## src/rtl/line_move_pkg.sv

```systemverilog
// Shared types and default bounds for the line position tracker.
package line_move_pkg;

    typedef enum logic [1:0] {
        HOLD  = 2'd0,
        MV_UP = 2'd1,
        MV_DN = 2'd2
    } dir_t;

    typedef enum logic [1:0] {
        CL_UP = 2'd0,
        CL_DN = 2'd1,
        CL_LD = 2'd2
    } clamp_op_t;

    localparam int LINE_MIN_DEF = 18;
    localparam int LINE_MAX_DEF = 487;

endpackage

```

## src/rtl/line_bound_clamp.sv

```systemverilog
// Combinational add/subtract/clamp against [MIN_POS, MAX_POS], done in WIDTH+1 bits
// so neither the step add nor the bound compare can wrap.
module line_bound_clamp
    import line_move_pkg::*;
#(
    parameter int WIDTH   = 16,
    parameter int STEP_W  = 4,
    parameter int MIN_POS = LINE_MIN_DEF,
    parameter int MAX_POS = LINE_MAX_DEF
) (
    input  clamp_op_t          op,
    input  logic [WIDTH-1:0]   base,
    input  logic [STEP_W-1:0]  step,
    output logic [WIDTH-1:0]   res
);

    localparam logic [WIDTH:0]   MINX = (WIDTH+1)'(MIN_POS);
    localparam logic [WIDTH:0]   MAXX = (WIDTH+1)'(MAX_POS);
    localparam logic [WIDTH-1:0] QMIN = WIDTH'(MIN_POS);
    localparam logic [WIDTH-1:0] QMAX = WIDTH'(MAX_POS);

    logic [WIDTH:0] ext, stx, sum;

    always_comb begin
        ext = {1'b0, base};
        stx = (WIDTH+1)'(step);
        sum = ext + stx;
        res = base;
        case (op)
            CL_UP:   res = (sum > MAXX) ? QMAX : WIDTH'(sum);
            CL_DN:   res = (ext < MINX + stx) ? QMIN : WIDTH'(ext - stx);
            CL_LD:   res = (ext > MAXX) ? QMAX : ((ext < MINX) ? QMIN : base);
            default: res = base;
        endcase
    end

endmodule

```

## src/rtl/line_pos_tracker.sv

```systemverilog
// Line coordinate tracker: latched direction FSM, clamped tick moves and clamped load.
// Define LINE_BOUNCE_EN to reverse direction on a bound hit instead of holding.
module line_pos_tracker
    import line_move_pkg::*;
#(
    parameter int WIDTH     = 16,
    parameter int MIN_POS   = LINE_MIN_DEF,
    parameter int MAX_POS   = LINE_MAX_DEF,
    parameter int RESET_POS = LINE_MIN_DEF,
    parameter int STEP_W    = 4
) (
    input  logic              clk,
    input  logic              reset,
    input  logic              UP,
    input  logic              DW,
    input  logic              LD,
    input  logic              tick,
    input  logic [STEP_W-1:0] step,
    input  logic [WIDTH-1:0]  D,
    output logic [WIDTH-1:0]  Q,
    output logic [1:0]        dir,
    output logic              at_max,
    output logic              at_min,
    output logic              hit
);

    localparam logic [WIDTH-1:0] QMIN = WIDTH'(MIN_POS);
    localparam logic [WIDTH-1:0] QMAX = WIDTH'(MAX_POS);
    localparam logic [WIDTH-1:0] QRST = WIDTH'(RESET_POS);

    dir_t             st, st_nxt;
    logic [WIDTH-1:0] mv_res, ld_res, q_nxt;
    logic             mv, hit_nxt;
    clamp_op_t        mv_op;

    assign mv_op = (st == MV_DN) ? CL_DN : CL_UP;

    line_bound_clamp #(.WIDTH(WIDTH), .STEP_W(STEP_W), .MIN_POS(MIN_POS), .MAX_POS(MAX_POS))
        u_mv_clamp (.op(mv_op), .base(Q), .step(step), .res(mv_res));

    line_bound_clamp #(.WIDTH(WIDTH), .STEP_W(STEP_W), .MIN_POS(MIN_POS), .MAX_POS(MAX_POS))
        u_ld_clamp (.op(CL_LD), .base(D), .step('0), .res(ld_res));

    always_comb begin
        mv      = tick && !LD && (st != HOLD) && (step != '0);
        q_nxt   = Q;
        hit_nxt = 1'b0;
        if (LD) begin
            q_nxt = ld_res;
        end else if (mv) begin
            q_nxt   = mv_res;
            hit_nxt = (st == MV_UP) ? (mv_res == QMAX) : (mv_res == QMIN);
        end

        // bound reaction first, so a same-cycle command overrides it
        st_nxt = st;
        if (hit_nxt) begin
`ifdef LINE_BOUNCE_EN
            st_nxt = (st == MV_UP) ? MV_DN : MV_UP;
`else
            st_nxt = HOLD;
`endif
        end
        if (UP && !DW)      st_nxt = MV_UP;
        else if (DW && !UP) st_nxt = MV_DN;
        else if (UP && DW)  st_nxt = HOLD;
    end

    always_ff @(posedge clk) begin
        if (reset) begin
            Q   <= QRST;
            st  <= HOLD;
            hit <= 1'b0;
        end else begin
            Q   <= q_nxt;
            st  <= st_nxt;
            hit <= hit_nxt;
        end
    end

    assign dir    = st;
    assign at_max = (Q == QMAX);
    assign at_min = (Q == QMIN);

endmodule

```

## config.mk

```make
export PLATFORM = sky130hd
export DESIGN_NAME = line_pos_tracker
export DESIGN_NICKNAME = d
export VERILOG_FILES = /design/src/rtl/line_move_pkg.sv /design/src/rtl/line_bound_clamp.sv /design/src/rtl/line_pos_tracker.sv
export SDC_FILE = /design/constraint.sdc
export NUM_CORES = 1
export LEC_CHECK = 0
export ABC_CLOCK_PERIOD_IN_PS = 3320
export BUFFER_PORTS_ARGS = -buffer_cell sky130_fd_sc_hd__buf_2
export CAP_MARGIN = 20
export CORE_UTILIZATION = 51
export DETAILED_ROUTE_END_ITERATION = 12
export GPL_ROUTABILITY_DRIVEN = 0
export GPL_TIMING_DRIVEN = 0
export PLACE_DENSITY = 0.77
export SETUP_SLACK_MARGIN = 0.15
export SYNTH_ARGS = -nofsm -noshare
export SYNTH_HDL_FRONTEND = slang
export SYNTH_SLANG_ARGS = --single-unit
```

## constraint.sdc

```tcl
create_clock -name clk -period 3.32 [get_ports clk]
set_clock_uncertainty 0.15 [all_clocks]
set_input_delay 0.166 -clock clk [delete_from_list [all_inputs] [get_ports clk]]
set_output_delay 0.166 -clock clk [all_outputs]
set_load 0.01 [all_outputs]
```

==> flow_summary.json <==
{
  "core_area_mm2": 0.00450,
  "wire_per_inst_um": 18.1,
  "postRouteAntennaNets": 0,
  "timing.final.ws_setup_ps": -44.6,
  "drt_iter0_markers": 415,
  "initial_utilization": 0.545,
  "io_buffers": 46,
  "yosysWarnings": 0,
  "slew-limit-headroom": 0.588,
  "multi_input_area_mm2": 0.00214,
  "fin_crit_sh": 1.01,
  "drv_cap": 0,
  "min_path_type": "input pin to flop",
  "cp.arrival_ps": 3360,
  "fin_util": 0.704,
  "ys_ff_latch": 19,
  "syn_nets": 399,
  "failed_checks": "DRC, setup timing",
  "clk_latency_ps": 260,
  "synth_edf_count": 0,
  "vias": 3174,
  "synth_top_family_by_area": "simple AND/OR/NAND/NOR gates",
  "synth_compound_area_frac": 0.301,
  "dr.pass1.iters": 10,
  "totalWireLength_um": 8550,
  "final_common_cell": "buf_2",
  "avgSynthCellArea_um2": 6.88,
  "setup-violations-final": 3,
  "dieArea_mm2": 0.00510,
  "slowest_stage": "fa_2",
  "ys_seq_area_frac": 0.155,
  "path_common_cell": "a211o_1",
  "first_global_vias": 2740,
  "synth-simple-area-share": 0.328,
  "clockBufferDepth": 2,
  "status": "complete, but fails checks",
  "htreeDepth": 1,
  "fillers": 375,
  "power.density_mw_per_mm2": 281,
  "place_area_mm2": 0.00277,
  "viasPerCell": 6.72,
  "cts.sinks": 19,
  "synth.distinct_cells": 63,
  "grt_use_total": 0.335,
  "cp.required_ps": 3320,
  "rsz0062_at_grt": "true",
  "crit_path_max_incr_delay_ps": 400,
  "path_class": "flop to flop",
  "whs_ps": 9.30,
  "cts_inserted_buffers": 3,
  "drive_gt1_frac": 0.281,
  "pin_count": 47,
  "synth_mux_area_frac": 0.0163,
  "grt_max_degree": 12,
  "crit_path_end_kind": "flop",
  "yosys.area.top_type": "dfxtp_1",
  "root_buffer": "clkbuf_8",
  "async_flop_share": 0,
  "leakage_nw": 1.25,
  "grt_pass1_wl_um": 13400,
  "crit_chain": "ha_4 -> fa_2 -> nor2b_4 -> o211ai_1 -> buf_4 -> and4b_1 -> a211o_1 -> a211oi_4 -> and2_4 -> buf_8 -> buf_6 -> o21ai_4 -> o22ai_1 -> a211o_1",
  "nets": 463,
  "dpl.hpwl_um": 5970,
  "final_cells": 472,
  "crit_path_max_fanout": 5,
  "synth.area.top_cells": "dfxtp_1 15%, ha_1 7.1%, a21oi_1 6.3%, nor2_1 5.7%, nand2_1 5.0%",
  "fmax_mhz": 297,
  "hold_viol": 0,
  "finalPower_uw": 892,
  "seqCellArea_um2": 390,
  "layout_min_cycle_time_ps": 3360,
  "synthCells": 357,
  "placedCellCount": 455,
  "rows": 24,
  "clkSlewWorstSetupHoldPaths_ps": 80,
  "area_growth_pct": 29.1,
  "peakVddDrop_mv": 0.220,
  "antenna_found_initial": 0,
  "synthAdderAreaFrac": 0.0876,
  "worst_pin_slew_ps": 608,
  "gr-total-overflow": 0,
  "die_w_um": 71.4,
  "final_cell_mix": "47 x buf_2, 37 x nor2_1, 33 x nand2_1",
  "report.final.slew_viol_count": 0,
  "ys.flop_type": "dfxtp_1",
  "fin_tns_setup_ps": -127,
  "die_h_um": 71.4,
  "synth_xor_area_frac": 0.0464,
  "synthesis.area_mm2": 0.00246,
  "antenna_cells": 0,
  "synth_top_area_frac": 0.155,
  "pre_cts_ws_ps": -272,
  "finalInstanceArea_mm2": 0.00317,
  "cp-start-kind": "flop",
  "cts_tree": "done",
  "drc": 1
}
==> power breakdown <==
group	leakage (nW)	switching (mW)	internal, mW
registers	0.157	0.0157	0.238
logic	1.07	0.283	0.186
clock network	0.0255	0.0851	0.0836
total	1.25	0.384	0.508
==> cell usage after synthesis, drive strengths merged (3+ instances only) <==
cell type	n
and4	3
nand3	9
clkbuf	20
or4	5
nor2b	7
nor2	39
buf	4
o211ai	6
and2	3
a21oi	32
inv	16
nand2	33
o22ai	6
o21a	3
a31oi	8
ha	14
a211oi	4
nand4	3
or3	4
nand2b	6
o2111ai	3
mux2i	4
a22oi	4
o21ai	22
o31ai	5
xnor2	7
nor4	13
dfxtp	19
xor2	6
o221ai	3
nor3	17
==> critical path, delay by kind of cell, from the launching register on <==
family,cells,cell delay (ps)
AOI/OAI and AO/OA,6,1220
adders and majority gates,2,560
and+or+nand+nor,3,540
buffers and inverters,3,430
DFF,1,360
==> path summary, 6_finish.rpt <==
path	start	end	slack, ps	cells past startpoint
worst max register to register	Q[0]$_SDFFE_PP0P_	Q[4]$_SDFFE_PP1P_	-40	14
worst min-delay path	DW	dir[1]$_SDFFE_PP0P_	9	2
worst max-delay path	Q[0]$_SDFFE_PP0P_	Q[4]$_SDFFE_PP1P_	-40	14
worst min register to register	Q[2]$_SDFFE_PP0P_	Q[2]$_SDFFE_PP0P_	390	2
==> layer usage <==
metal | track usage | wire (um) | vias up
met5 | 0 | 0 | -
met4 | 0.158 | 377 | 0
met3 | 0.0549 | 879 | 41
met2 | 0.537 | 3930 | 211
met1 | 0.441 | 3360 | 1464
li1 | - | - | 1458
==> area by class of cell <==
cell class / count / share of cell area
inverter: 16 / 0.0189
multi-input combinational: 298 / 0.676
buffer: 24 / 0.0403
timing repair buffer: 59 / 0.107
clock buffer: 3 / 0.0130
tap: 52 / 0.0205
sequential: 19 / 0.123
clock inverter: 1 / 0.00158
==> kinds of logic after synthesis <==
group           Yosys count
simple gates            152
compound gates          113
buf+inv                  40
xor+xnor                 13
mux                       4
flops                    19
fa+ha+maj                16
==> state kept, by name, indices dropped and copies added, names as in the netlist <==
| name | flops |
|---|---|
| Q | 16 |
| hit | 1 |
| dir | 2 |
==> timing repair <==
| action | in CTS | in global routing |
|---|---|---|
| gates resized for setup | 22 | 35 |
| setup endpoints to repair | 12 | 12 |
| hold buffers | 0 | 0 |
| pin swaps | 10 | 15 |
| setup buffers | 7 | 6 |
No activity file was read; power rests on OpenSTA's default activity.
